## src/rtl/alu_muldiv_sequencer.sv

```systemverilog
// Iterative unsigned MUL/DIV sequencer that borrows the main ALU for its add/subtract steps.
// Optional MUL_EARLY_TERM_EN: MUL stops once the remaining multiplier bits are all zero.
module alu_muldiv_sequencer #(
  parameter int W     = 16,
  parameter int CNT_W = 5
) (
  input  logic             clk,
  input  logic             reset,
  input  logic             start,
  input  logic             op_sel,
  input  logic [W-1:0]     op_a,
  input  logic [W-1:0]     op_b,
  output logic             busy,
  output logic             done,
  output logic [W-1:0]     result_lo,
  output logic [W-1:0]     result_hi,
  output logic             overflow,
  output logic             div_zero,
  output logic [W-1:0]     alu_a,
  output logic [W-1:0]     alu_b,
  output logic [2:0]       alu_ctrl,
  input  logic [W-1:0]     alu_result
);

  typedef enum logic [1:0] {S_IDLE, S_RUN, S_DONE} state_e;

  localparam logic [2:0] ALU_ADD  = 3'b000;
  localparam logic [2:0] ALU_SUB  = 3'b001;
  localparam logic [2:0] ALU_MOVE = 3'b010;

  state_e           state_q, state_d;
  logic [CNT_W-1:0] cnt_q, cnt_d;
  logic             is_div_q, is_div_d;
  // acc_q is the MUL accumulator or the DIV partial remainder; b_q is mcand or divisor;
  // sh_q is the multiplier (shifts right) or the dividend (shifts left).
  logic [W-1:0]     acc_q, acc_d;
  logic [W-1:0]     b_q, b_d;
  logic [W-1:0]     sh_q, sh_d;
  logic [W-1:0]     quot_q, quot_d;
  logic [W-1:0]     res_lo_q, res_lo_d;
  logic [W-1:0]     res_hi_q, res_hi_d;
  logic             ovf_q, ovf_d;
  logic             dz_q, dz_d;

  logic [W:0]       div_t;
  logic             div_ge;

  assign div_t  = {acc_q, sh_q[W-1]};
  assign div_ge = div_t >= {1'b0, b_q};

  // NOTE: sequential state uses non-blocking assignments so every register samples pre-edge values.
  always_ff @(posedge clk or posedge reset) begin
    if (reset) begin
      state_q  <= S_IDLE;
      cnt_q    <= '0;
      is_div_q <= 1'b0;
      acc_q    <= '0;
      b_q      <= '0;
      sh_q     <= '0;
      quot_q   <= '0;
      res_lo_q <= '0;
      res_hi_q <= '0;
      ovf_q    <= 1'b0;
      dz_q     <= 1'b0;
    end else begin
      state_q  <= state_d;
      cnt_q    <= cnt_d;
      is_div_q <= is_div_d;
      acc_q    <= acc_d;
      b_q      <= b_d;
      sh_q     <= sh_d;
      quot_q   <= quot_d;
      res_lo_q <= res_lo_d;
      res_hi_q <= res_hi_d;
      ovf_q    <= ovf_d;
      dz_q     <= dz_d;
    end
  end

  always_comb begin
    logic last;
    // NOTE: every variable gets a hold default first so no path can infer a latch.
    state_d  = state_q;
    cnt_d    = cnt_q;
    is_div_d = is_div_q;
    acc_d    = acc_q;
    b_d      = b_q;
    sh_d     = sh_q;
    quot_d   = quot_q;
    res_lo_d = res_lo_q;
    res_hi_d = res_hi_q;
    ovf_d    = ovf_q;
    dz_d     = dz_q;
    last     = 1'b0;

    case (state_q)
      S_RUN: begin
        cnt_d = cnt_q + 1'b1;
        if (!is_div_q) begin
          if (sh_q[0]) begin
            acc_d = alu_result;
            if (alu_result < acc_q) ovf_d = 1'b1;
          end
          // A set top bit about to be shifted out still has multiplier bits left to weight it.
          if (b_q[W-1] && ((sh_q >> 1) != '0)) ovf_d = 1'b1;
          b_d  = b_q << 1;
          sh_d = sh_q >> 1;
        end else begin
          if (div_ge) begin
            acc_d  = alu_result;
            quot_d = {quot_q[W-2:0], 1'b1};
          end else begin
            acc_d  = div_t[W-1:0];
            quot_d = {quot_q[W-2:0], 1'b0};
          end
          sh_d = sh_q << 1;
        end

        last = (cnt_q == CNT_W'(W - 1));
`ifdef MUL_EARLY_TERM_EN
        if (!is_div_q && ((sh_q >> 1) == '0)) last = 1'b1;
`else
`endif
        if (last) begin
          state_d  = S_DONE;
          res_lo_d = is_div_q ? quot_d : acc_d;
          res_hi_d = is_div_q ? acc_d : '0;
        end
      end
      default: begin
        state_d = S_IDLE;
        if (start) begin
          is_div_d = op_sel;
          cnt_d    = '0;
          acc_d    = '0;
          quot_d   = '0;
          ovf_d    = 1'b0;
          dz_d     = 1'b0;
          b_d      = op_sel ? op_b : op_a;
          sh_d     = op_sel ? op_a : op_b;
          if (op_sel && (op_b == '0)) begin
            state_d  = S_DONE;
            res_lo_d = '1;
            res_hi_d = op_a;
            dz_d     = 1'b1;
          end else begin
            state_d  = S_RUN;
          end
        end
      end
    endcase
  end

  always_comb begin
    busy     = (state_q == S_RUN);
    done     = (state_q == S_DONE);
    alu_a    = '0;
    alu_b    = '0;
    alu_ctrl = ALU_MOVE;
    if (state_q == S_RUN) begin
      alu_b = b_q;
      if (is_div_q) begin
        alu_a    = div_t[W-1:0];
        alu_ctrl = ALU_SUB;
      end else begin
        alu_a    = acc_q;
        alu_ctrl = ALU_ADD;
      end
    end
  end

  assign result_lo = res_lo_q;
  assign result_hi = res_hi_q;
  assign overflow  = ovf_q;
  assign div_zero  = dz_q;

endmodule
```

## config.mk

```make
export PLATFORM = sky130hd
export DESIGN_NAME = alu_muldiv_sequencer
export DESIGN_NICKNAME = d
export VERILOG_FILES = /design/src/rtl/alu_muldiv_sequencer.sv
export SDC_FILE = /design/constraint.sdc
export NUM_CORES = 1
export LEC_CHECK = 0
export BUFFER_PORTS_ARGS = -buffer_cell sky130_fd_sc_hd__clkbuf_2
export CAP_MARGIN = 20
export CORE_ASPECT_RATIO = 1.4
export CORE_UTILIZATION = 45
export DETAILED_ROUTE_END_ITERATION = 10
export PLACE_DENSITY = 0.65
export REMOVE_ABC_BUFFERS = 1
export SLEW_MARGIN = 5
export SYNTH_ARGS = -nofsm -noshare
export SYNTH_HDL_FRONTEND = slang
export SYNTH_SLANG_ARGS = --single-unit
```

## constraint.sdc

```tcl
create_clock -name clk -period 3.05 [get_ports clk]
set_input_delay 0 -clock clk [delete_from_list [all_inputs] [get_ports clk]]
set_output_delay 0 -clock clk [all_outputs]
set_load 0.02 [all_outputs]
```

==> Word level (Yosys, flattened, before mapping) <==
Cells that the tools add are included.
{ "totals": {"input_bits": 52, "out_inout_bits": 71, "ff_bits": 106, "wordCells": 76} }
{ "classes": {"n_lt_le_gt_ge": 2, "muxes": 44, "bitwise_logic": 1, "n_eq_ne": 7, "addsub": 1, "reduce_logical": 10} }
{ "ops": {"columns": ["operator", "n"], "rows": [
  ["$mux 16", 28],
  ["$ge 17x16->1", 1],
  ["$logic_not 16->1", 1],
  ["$lt 16x16->1", 1],
  ["$reduce_bool 16->1", 1],
  ["$mux 5", 2],
  ["$mux 1", 9],
  ["$mux 2", 4],
  ["$ne 3x1->1 const B", 2],
  ["$add 5x1->5 const B", 1],
  ["$eq 5x4->1 const B", 1],
  ["$reduce_and 2->1", 2],
  ["$reduce_and 4->1", 1],
  ["$reduce_bool 2->1", 2],
  ["$mux 3", 1],
  ["$reduce_and 3->1", 1],
  ["$eq 2x1->1 const B", 1],
  ["$eq 2x2->1 const B", 1],
  ["$logic_and 1x1->1", 2],
  ["$ne 2x1->1 const B", 1],
  ["$ne 2x2->1 const B", 1],
  ["$not 1->1", 1]
]} }

==> Longest topological paths before layout <==
Gate-level depths: netlist of the first run.
{ "depth": {"word_depth": 6, "ltp_mapped": 11, "mapped_depth_nobuf": 8} }

==> Worst setup path after synthesis of the first run <==
No wires, ideal clock.
{ "synth_path": {"path_kind": "reg-to-reg", "startpoint": "register acc_q[6]", "endpoint": "register acc_q[0]", "required_ns": 2.924, "slack_ns": 0.561, "arrival_time_ns": 2.363, "setup_time_ns": 0.126, "period_less_slack_ns": 2.489, "path_buffers": 2, "path_stages_with_launch": 10, "path_cell_list": "dfrtp_1 ha_1 a211oi_2 nand2_1 or4_4 buf_6 a22oi_4 nor2_2 buf_6 a221o_1"} }
{ "synth_via": {"elab_chain_cells": 4} }
{ "synth_lines": {"columns": ["item", "line_no", "source"], "rows": [
  ["start: declaration", "36", "logic [W-1:0] acc_q, acc_d;"],
  ["start signal: assignment", "57", "acc_q <= '0;"],
  ["start signal: assignment", "69", "acc_q <= acc_d;"],
  ["$ge 17x16->1", "49", "assign div_ge = div_t >= {1'b0, b_q};"],
  ["$mux 16", "109", "if (div_ge) begin"],
  ["$mux 16", "99", "if (!is_div_q) begin"],
  ["$mux 16", "96", "case (state_q)"]
]} }
No other way between the ends.
A chain may end at the register's enable or synchronous reset.

==> Final worst setup path of the first run <==
{ "layout_path": {"startpoint": "register acc_q[6]", "endpoint": "register acc_q[5]"} }
Same word-level chain as after synthesis.

==> metrics.cfg, run 1 <==
[die]
die_area_um2=16150
die_y_um=149.9
die_w_um=107.7
start_util=0.4653
core_um2=15120
io_pins=123
fp-row-count=53

[route]
postRouteAntennaNets=0
finalWirelength_um=22090
via_per_inst=5.936
wire_per_inst_um=19.69
firstDrtPassIters=6
dr_total_vias=6660
drt-initial-drc-count=506
drc=0

[sta]
hold_ws_ps=-1.383
period_share=0.9057
setup_viol=0
fin_ws_ps=287.7
finClkSkew_ps=8.000
fmax_mhz=362.0
maxSlewViolCount=0
rsz0062_at_grt=no
tightest_slew_ps=868.3
hold_violations=1
maxSlewHeadroom=0.4211
post-route-min-period_ps=2762

[clocking]
ctsResizeCount=0
cts_made_buffers=9
clock_latency_ps=360
cts_tree=done
path_clk_slew_ps=70
cts_buffer_depth=2
cts_setup_buffers=0
htreeDepth=3
clock_sinks=105
cts_root_buffer=clkbuf_16

[yosys]
muxShareOfSynthArea=0.1012
synth-xor-area-share=0.001245
synth_seq_cells=105
syn_inst=817
yosys_warnings=0
synthAdderAreaFrac=0.05869
synth_area_per_cell_um2=8.611
synth-edff-count=0
yosysSeqAreaShare=0.3735
synth_cell_types=53
synth_area_um2=7035
synth_top_family_by_area=simple AND/OR/NAND/NOR gates
synthFlopType=dfrtp_1
synth_compound_area_frac=0.1949
async_flop_share=1.000
post_synth_and_or_nand_nor_area_fraction=0.2068

[place]
place.gp.congestion=0.8903
dp_cells=1096
io_buffer_count=121
dp_slack_ps=365.7
dp_hpwl_um=16110

[run_status]
status=finished with violations
violations=negative hold slack

[layout]
fin_nets=1011
final_cell_mix=clkbuf_2, dfrtp_1, nand2_1
postLayoutCoreUtil=0.5497
final_common_cell=clkbuf_2
area_growth_pct=18.14
stdcell_count=1122
fillers=1469
n_antenna_cell=0
drive_gt1_frac=0.2226

[critical_path]
critPathKind=register to register
cp.required_ps=3340
end_kind=register
crit_path_start_kind=register
arrival_ps=3050
path_max_fanout=19

[global_routing]
grt.overflow.total=0
antenna_found_initial=0
grt_pass1_vias=6329
grt_use_total=0.2820
grt_max_degree=65
grt_pass1_wl_um=34970

[power]
irDropWorstVdd_uv=433.5
p_leak_uw=0.003884
powerDensity_nw_per_um2=1110
finalPower_uw=9225

[worst_hold_path]
hp-class=primary input to register

[flow_run]
max-cap-violations=0

-- per-layer routing --
layer / up-vias / wire length [um] / track usage
li1: 3131 / - / -
met5: - / 0 / 0
met1: 3243 / 9207 / 0.3649
met2: 255 / 11140 / 0.4801
met4: 0 / 522 / 0.1048
met3: 31 / 1219 / 0.03223
-- power by group --
| part | switching [uW] | total [uW] | internal, uW |
|---|---|---|---|
| clock | 558 | 1220 | 658 |
| combinational | 3370 | 5480 | 2110 |
| sequential | 522 | 2530 | 2010 |
| total | 4450 | 9230 | 4770 |
-- final timing paths --
path	from	endpoint	slack, ps	cells after the start
max in group asynchronous	reset	result_hi[2]$_DFFE_PP0P_	1940	4
worst max register to register	acc_q[6]$_DFFE_PP0N_	acc_q[5]$_DFFE_PP0N_	290	7
worst min register to register	b_q[8]$_DFFE_PP0P_	b_q[8]$_DFFE_PP0P_	480	2
min in group asynchronous	reset	result_lo[14]$_DFFE_PP0P_	370	3
worst min-delay path	op_a[2]	result_hi[2]$_DFFE_PP0P_	-1	4
worst max-delay path	acc_q[6]$_DFFE_PP0N_	acc_q[5]$_DFFE_PP0N_	290	7
-- synth_stat cells, types with 2 or more instances --
cell / instances / area (um2)
nor2b_1: 3 / 18.77
nand2_1: 91 / 341.6
mux2_2: 17 / 191.4
and3_1: 5 / 31.28
clkbuf_1: 55 / 206.5
buf_6: 3 / 33.78
o21ai_0: 63 / 315.3
a211o_1: 17 / 148.9
nand2b_1: 34 / 212.7
buf_2: 4 / 20.02
nand4_1: 18 / 112.6
nand3_1: 38 / 190.2
a211oi_1: 16 / 120.1
a21oi_1: 39 / 195.2
o211ai_1: 4 / 30.03
a221o_1: 26 / 260.3
buf_1: 11 / 41.29
a21o_1: 5 / 37.54
a22o_1: 14 / 122.6
inv_1: 34 / 127.6
or3_1: 2 / 12.51
nor4_1: 7 / 43.79
nand3b_1: 18 / 135.1
nor2_1: 70 / 262.8
inv_2: 2 / 7.510
nor3_1: 7 / 35.03
ha_1: 33 / 412.9
mux2i_1: 52 / 520.5
dfrtp_1: 105 / 2628
-- final cells by class --
| type | instances | area (um2) | share of cell area |
|---|---|---|---|
| Timing Repair Buffer | 172 | 1033 | 0.1243 |
| Clock inverter | 4 | 53.80 | 0.006473 |
| Clock buffer | 11 | 242.7 | 0.02920 |
| Multi-Input combinational cell | 602 | 3975 | 0.4782 |
| Sequential cell | 105 | 2629 | 0.3163 |
| Inverter | 36 | 137.6 | 0.01656 |
| Tap cell | 192 | 240.2 | 0.02890 |
-- state kept, by name, indices dropped and copies added, names as in the netlist --
signal and count:
sh_q 16, div_zero 1, is_div_q 1, overflow 1, quot_q 15, acc_q 16
result_hi 16, result_lo 16, state_q 2, cnt_q 5, b_q 16
-- worst max-delay path: stages (launching register included) --
cell and delay [ps]:
dfrtp_1 400, ha_1 350, a211oi_2 220, nand2_1 110
or4_4 670, a21o_1 290, a21oi_4 400, a221o_1 240
-- cells by family (layout without fill, tap and decap cells) --
kind of cell	count (synthesis)	in the layout
mux	69	69
simple gates	300	300
other cells	1	1
fa+ha+maj	33	33
buf+inv	110	223
xor+xnor	1	1
compound gates	198	198
flops	105	105
-- through the flow --
stage	area, um2	TNS [ps]
after detailed placement	7900	0
after floorplan	6726	-106890
final	8312	0
after CTS	8287	0
after global placement	7900	0
after global routing	8312	0
-- timing repair --
action	4_1_cts	5_1_grt
endpoints found under the hold margin	71	1
hold buffers	9	1
endpoints found under the setup margin	0	0
Note: power is estimated with default switching activity, not from simulation.
==> run 2: changes to the inputs <==
CTS_BUF_LIST = sky130_fd_sc_hd__clkbuf_4   (was unset)
clock period = 2.65 ns   (was 3.05 ns; I/O delays follow)
==> metrics.cfg, run 2 (synthesis results as in run 1) <==
[run_status]
status=complete, no violations  ; was finished with violations

[sta]
maxSlewViolCount=0  ; unchanged
fin_setup_tns_ps=0  ; unchanged
post-route-min-period_ps=2579  ; was 2762 ps
rsz0062_at_grt=no  ; unchanged
fmax_mhz=387.7  ; was 362.0 MHz
period_share=0.9733  ; was 0.9057
setup_viol=0  ; unchanged
hold_violations=0  ; was 1
maxSlewHeadroom=0.5238  ; was 0.4211
finClkSkew_ps=16.50  ; was 8.000 ps
fin_ws_ps=70.82  ; was 287.7 ps
tightest_slew_ps=714.3  ; was 868.3 ps

[critical_path]
critPathMaxStageDelay_ps=600  ; was 670 ps
arrival_ps=2970  ; was 3050 ps
crit_path_start_kind=register  ; unchanged
critPathKind=register to register  ; unchanged
cp.required_ps=3040  ; was 3340 ps
critical-path-top-delay-family=compound AO/OA/AOI/OAI gates  ; unchanged
end_kind=register  ; unchanged
cp_num_buf_inv=0  ; unchanged
crit_chain=ha_1, a211oi_2, nand2_1, or4_4, a22oi_4, nor2_4, a221o_1  ; was ha_1, a211oi_2, nand2_1, or4_4, a21o_1, a21oi_4, a221o_1
path_max_fanout=16  ; was 19
r2r_setup_slack_ps=70  ; was 290 ps
slowest_stage=or4_4  ; unchanged

[global_routing]
grt_pass1_vias=6751  ; was 6329
met3_usage=0.03746  ; was 0.03223
use_met1=0.3712  ; was 0.3649
grt_max_degree=54  ; was 65
grt_use_total=0.2946  ; was 0.2820
antenna_found_initial=1  ; was 0
grt_pass1_wl_um=36430  ; was 34970 um
grt_busiest_layer=met2  ; unchanged
grt.overflow.total=0  ; unchanged
grt.met2_usage=0.4942  ; was 0.4801

[clocking]
htreeDepth=3  ; unchanged
clock_latency_ps=500  ; was 360 ps
cts_buffer_depth=2  ; unchanged
cts_made_buffers=9  ; unchanged
cts_tree=done  ; unchanged
path_clk_slew_ps=160  ; was 70 ps
clock_sinks=105  ; unchanged
cts_root_buffer=clkbuf_4  ; was clkbuf_16

[power]
seqPwrFrac=0.281  ; was 0.274
p_int_uw=5213  ; was 4774 uW
irDropWorstVdd_uv=564.8  ; was 433.5 uV
p_sw_frac=0.4946  ; was 0.4825
p_sw_uw=5101  ; was 4451 uW
comb_power_share=0.627  ; was 0.594
powerDensity_nw_per_um2=1193  ; was 1110 nW/um2
p_leak_uw=0.004032  ; was 0.003884 uW
clkPwrFrac=0.093  ; was 0.132

[layout]
final_cell_mix=clkbuf_2, dfrtp_1, nand2_1  ; unchanged
area_growth_pct=22.89  ; was 18.14%
fin_nets=1058  ; was 1011
drive_gt1_frac=0.2188  ; was 0.2226
final_common_cell=clkbuf_2  ; unchanged

[worst_hold_path]
hp-class=primary input to register  ; unchanged

[die]
die_w_um=107.7  ; unchanged
io_pins=123  ; unchanged
die_area_um2=16150  ; unchanged
core_um2=15120  ; unchanged
start_util=0.4653  ; unchanged
die_y_um=149.9  ; unchanged
fp-row-count=53  ; unchanged

[place]
io_buffer_count=121  ; unchanged
dp_slack_ps=3.511  ; was 365.7 ps
place.gp.congestion=0.8513  ; was 0.8903
dp_hpwl_um=16140  ; was 16110 um

[route]
drt-initial-drc-count=480  ; was 506
wire_per_inst_um=19.44  ; was 19.69 um
via_per_inst=5.879  ; was 5.936
finalWirelength_um=22770  ; was 22090 um
drc=0  ; unchanged
dr_total_vias=6884  ; was 6660
postRouteAntennaNets=0  ; unchanged
firstDrtPassIters=5  ; was 6

[flow_run]
max-cap-violations=0  ; unchanged

-- run 2: changes by cell type in the layout (fill, tap and decap cells not counted), moves of 2 or more --
cell           change
clkbuf_4           +9
buf_12             +2
buf_4              +6
clkbuf_16          -9
clkinv_2           +2
clkinv_1           +2
dlygate4sd3_1     +40
-- run 2: what timing repair did --
action                                 4_1_cts  5_1_grt
gates cloned                                 0        0
setup buffers                                1        2
pin swaps                                    1        2
setup endpoints to repair                   13       30
endpoints found under the hold margin      116        0
hold buffers                                50        0
gates resized for setup                      0        1
-- run 2: layout make-up --
type	count	area, um2
Timing Repair Buffer	219	1504
Inverter	36	137.6
Clock inverter	7	85.08
Antenna cell	1	2.502
Multi-Input combinational cell	602	3980
Tap cell	192	240.2
Fill cell	1404	6474
Sequential cell	105	2629
Clock buffer	9	67.56
-- run 2: metal layers --
layer	up-vias	wire, um
met2	258	11310
met4	0	819
met1	3343	9320
met5	-	0
met3	53	1319
li1	3230	-
-- run 2: worst paths after layout --
path                                            from                         to  cells past startpoint
max in group asynchronous                      reset      quot_q[9]$_DFFE_PP0N_                      4
worst max register to register  acc_q[6]$_DFFE_PP0N_       acc_q[9]$_DFFE_PP0N_                      7
worst max-delay path            acc_q[6]$_DFFE_PP0N_       acc_q[9]$_DFFE_PP0N_                      7
worst min register to register    b_q[7]$_DFFE_PP0P_         b_q[7]$_DFFE_PP0P_                      2
min in group asynchronous                      reset  result_lo[15]$_DFFE_PP0P_                      3
worst min-delay path                         op_b[3]        sh_q[3]$_DFFE_PP0N_                      4
-- run 2: through the flow --
| stage | std cells | hold WS [ps] | instance area, um2 | total power (uW) | util |
|---|---|---|---|---|---|
| global route | 1171 | 45.82 | 8646 | 11120 | 0.5718 |
| floorplan | 743 | 146.1 | 6726 | 6946 | - |
| CTS | 1168 | 26.73 | 8611 | 10260 | 0.5695 |
| detailed placement | 1101 | 162.7 | 7938 | 9207 | 0.5250 |
| global placement | 1101 | 163.9 | 7938 | 9104 | 0.5250 |
| finish | 1171 | 37.96 | 8646 | 10310 | 0.5718 |
-- run 2: tightest hold or removal path, delay by kind of cell --
family	cells	cell delay [ps]
AO/OA/AOI/OAI	2	260
multiplexers	1	80
buffers and inverters	1	170
-- run 2: power groups by stage --
stage               clock, uW  combinational [uW]  sequential, uW
floorplan                   0                3690            3260
global placement            0                6190            2910
detailed placement          0                6300            2910
CTS                       963                6410            2880
global route             1010                7140            2970
finish                    956                6460            2890
==> run 3: changes to the inputs <==
clock period = 2.4 ns   (was 2.65 ns; I/O delays follow)
==> metrics.cfg, run 3 (synthesis results as in run 1) <==
[run_status]
status=finished with violations  ; was complete, no violations
violations=negative setup slack

[critical_path]
cp.required_ps=2800  ; was 3040 ps
path_max_fanout=8  ; was 16
crit_path_start_kind=register  ; unchanged
critPathMostFrequentCell=buf_4
critPathKind=register to register  ; unchanged
crit_chain=inv_2, ha_2, and3_1, nor4b_2, a211o_1, buf_4, buf_4, a32o_2, a221o_1  ; was ha_1, a211oi_2, nand2_1, or4_4, a22oi_4, nor2_4, a221o_1
rr_startpoint=b_q[6]$_DFFE_PP0P_  ; was acc_q[6]$_DFFE_PP0N_
critPathMaxStageDelay_ps=420  ; was 600 ps
end_kind=register  ; unchanged
arrival_ps=2860  ; was 2970 ps
cp_num_buf_inv=3  ; was 0
critical-path-top-delay-family=compound AO/OA/AOI/OAI gates  ; unchanged
rr_worst_depth=9  ; was 7
r2r_setup_slack_ps=-60  ; was 70 ps
rr_endpoint=result_hi[15]$_DFFE_PP0P_  ; was acc_q[9]$_DFFE_PP0N_
slowest_stage=dfrtp_1  ; was or4_4

[die]
fp-row-count=53  ; unchanged
io_pins=123  ; unchanged
die_y_um=149.9  ; unchanged
die_area_um2=16150  ; unchanged
die_w_um=107.7  ; unchanged
core_um2=15120  ; unchanged
start_util=0.4653  ; unchanged

[place]
io_buffer_count=121  ; unchanged
dp_slack_ps=-99.21  ; was 3.511 ps
dp_hpwl_um=16060  ; was 16140 um
place.gp.congestion=0.8955  ; was 0.8513

[global_routing]
grt.overflow.total=0  ; unchanged
antenna_found_initial=1  ; unchanged
grt_pass1_wl_um=36330  ; was 36430 um
grt_max_degree=77  ; was 54
grt_pass1_vias=6638  ; was 6751
grt_use_total=0.2938  ; was 0.2946

[layout]
drive_gt1_frac=0.2465  ; was 0.2188
final_common_cell=clkbuf_2  ; unchanged
fillers=1414  ; was 1404
area_growth_pct=25.68  ; was 22.89%
final_cell_mix=clkbuf_2, dfrtp_1, nand2_1  ; unchanged
fin_nets=1074  ; was 1058
multi_input_comb_area_um2=4064  ; was 3980 um2
regArea_um2=2629  ; unchanged

[power]
p_leak_uw=0.004112  ; was 0.004032 uW
irDropWorstVdd_uv=515.2  ; was 564.8 uV
powerDensity_nw_per_um2=1337  ; was 1193 nW/um2

[route]
dr_total_vias=6962  ; was 6884
postRouteAntennaNets=0  ; unchanged
firstDrtPassIters=5  ; unchanged
drc=0  ; unchanged
drt-initial-drc-count=435  ; was 480
finalWirelength_um=23120  ; was 22770 um
wire_per_inst_um=19.48  ; was 19.44 um
via_per_inst=5.865  ; was 5.879

[sta]
finClkSkew_ps=23.94  ; was 16.50 ps
hold_violations=0  ; unchanged
fin_ws_ps=-56.20  ; was 70.82 ps
maxSlewViolCount=0  ; unchanged
hold_ws_ps=27.10  ; was 37.96 ps
period_share=1.023  ; was 0.9733
fmax_mhz=407.1  ; was 387.7 MHz
post-route-min-period_ps=2456  ; was 2579 ps
maxSlewHeadroom=0.4884  ; was 0.5238
tightest_slew_ps=767.4  ; was 714.3 ps
setup_viol=19  ; was 0
rsz0062_at_grt=yes  ; was no

[clocking]
cts_root_buffer=clkbuf_4  ; unchanged
cts_made_buffers=9  ; unchanged
clock_latency_ps=500  ; about the same
htreeDepth=3  ; unchanged
path_clk_slew_ps=180  ; was 160 ps
clock_sinks=105  ; unchanged
cts_tree=done  ; unchanged
cts_buffer_depth=2  ; unchanged

[flow_run]
max-cap-violations=0  ; unchanged

[worst_hold_path]
hp-class=primary input to asynchronous set/reset pin  ; was primary input to register

run 3: changes by cell type in the layout (fill, tap and decap cells not counted), sizes merged:
cell / before / now
clkinvlp: 1 / 0
clkbuf: 130 / 131
buf: 48 / 64
dlygate4sd3: 50 / 49
inv: 36 / 39
clkinv: 4 / 2
nor2: 72 / 73
bufinv: 2 / 1
run 3: how the worst max path moves through the flow:
| stage | from | endpoint | slack [ps] | cells past startpoint |
|---|---|---|---|---|
| 4_1_cts | acc_q[6]$_DFFE_PP0N_ | acc_q[6]$_DFFE_PP0N_ | -40 | 7 |
| 2_1_floorplan | state_q[1]$_DFFE_PP0P_ | result_lo[0]$_DFFE_PP0P_ | -2540 | 6 |
| 3_5_place_dp | b_q[7]$_DFFE_PP0P_ | result_hi[2]$_DFFE_PP0P_ | -100 | 8 |
| 6_report | b_q[6]$_DFFE_PP0P_ | result_hi[15]$_DFFE_PP0P_ | -60 | 9 |
| 5_1_grt | b_q[6]$_DFFE_PP0P_ | result_hi[15]$_DFFE_PP0P_ | -140 | 9 |
| 3_3_place_gp | acc_q[11]$_DFFE_PP0N_ | acc_q[6]$_DFFE_PP0N_ | -90 | 7 |
run 3: layer usage:
| metal | vias to the layer above | routed length (um) | track usage |
|---|---|---|---|
| met3 | 68 | 1307 | 0.04007 |
| met5 | - | 0 | 0 |
| met2 | 307 | 11280 | 0.4798 |
| met4 | 0 | 900 | 0.1308 |
| li1 | 3256 | - | - |
| met1 | 3331 | 9640 | 0.3850 |
run 3: per-stage QoR:
step	TNS (ps)	std cells	utilization	cell area, um2	total power [uW]
global placement	-2185	1110	0.5319	8043	10270
CTS	-93.64	1180	0.5775	8731	11530
floorplan	-209640	743	-	6726	7669
detailed placement	-2490	1110	0.5319	8043	10350
global route	-3239	1187	0.5848	8842	12690
finish	-397.2	1187	0.5848	8842	11820
run 3: power by group:
group / internal, uW / switching, uW
registers: 2540 / 670
logic: 3100 / 4520
clock network: 335 / 655
total: 5980 / 5850
run 3: repair_timing:
| item | 4_1_cts | 5_1_grt |
|---|---|---|
| endpoints found under the setup margin | 30 | 32 |
| hold buffers | 49 | 0 |
| buffers inserted | 4 | 6 |
| gates resized for setup | 4 | 13 |
| endpoints found under the hold margin | 173 | 0 |
| pin swaps | 14 | 12 |
| gates cloned | 1 | 0 |
run 3: worst register-to-register path: stages (launching register included):
cell and delay [ps]:
dfrtp_1 420, inv_2 80, ha_2 280, and3_1 200, nor4b_2 160, a211o_1 340, buf_4 170, buf_4 160
a32o_2 280, a221o_1 280
run 3: cell type report:
cell class / count / area share
diodes: 1 / 0.0002830
clock inverters: 6 / 0.007217
clock buffers: 10 / 0.008490
flip-flops and latches: 105 / 0.2973
well taps: 192 / 0.02717
multi-input cells: 603 / 0.4596
inverters: 36 / 0.01557
repair buffers: 234 / 0.1844
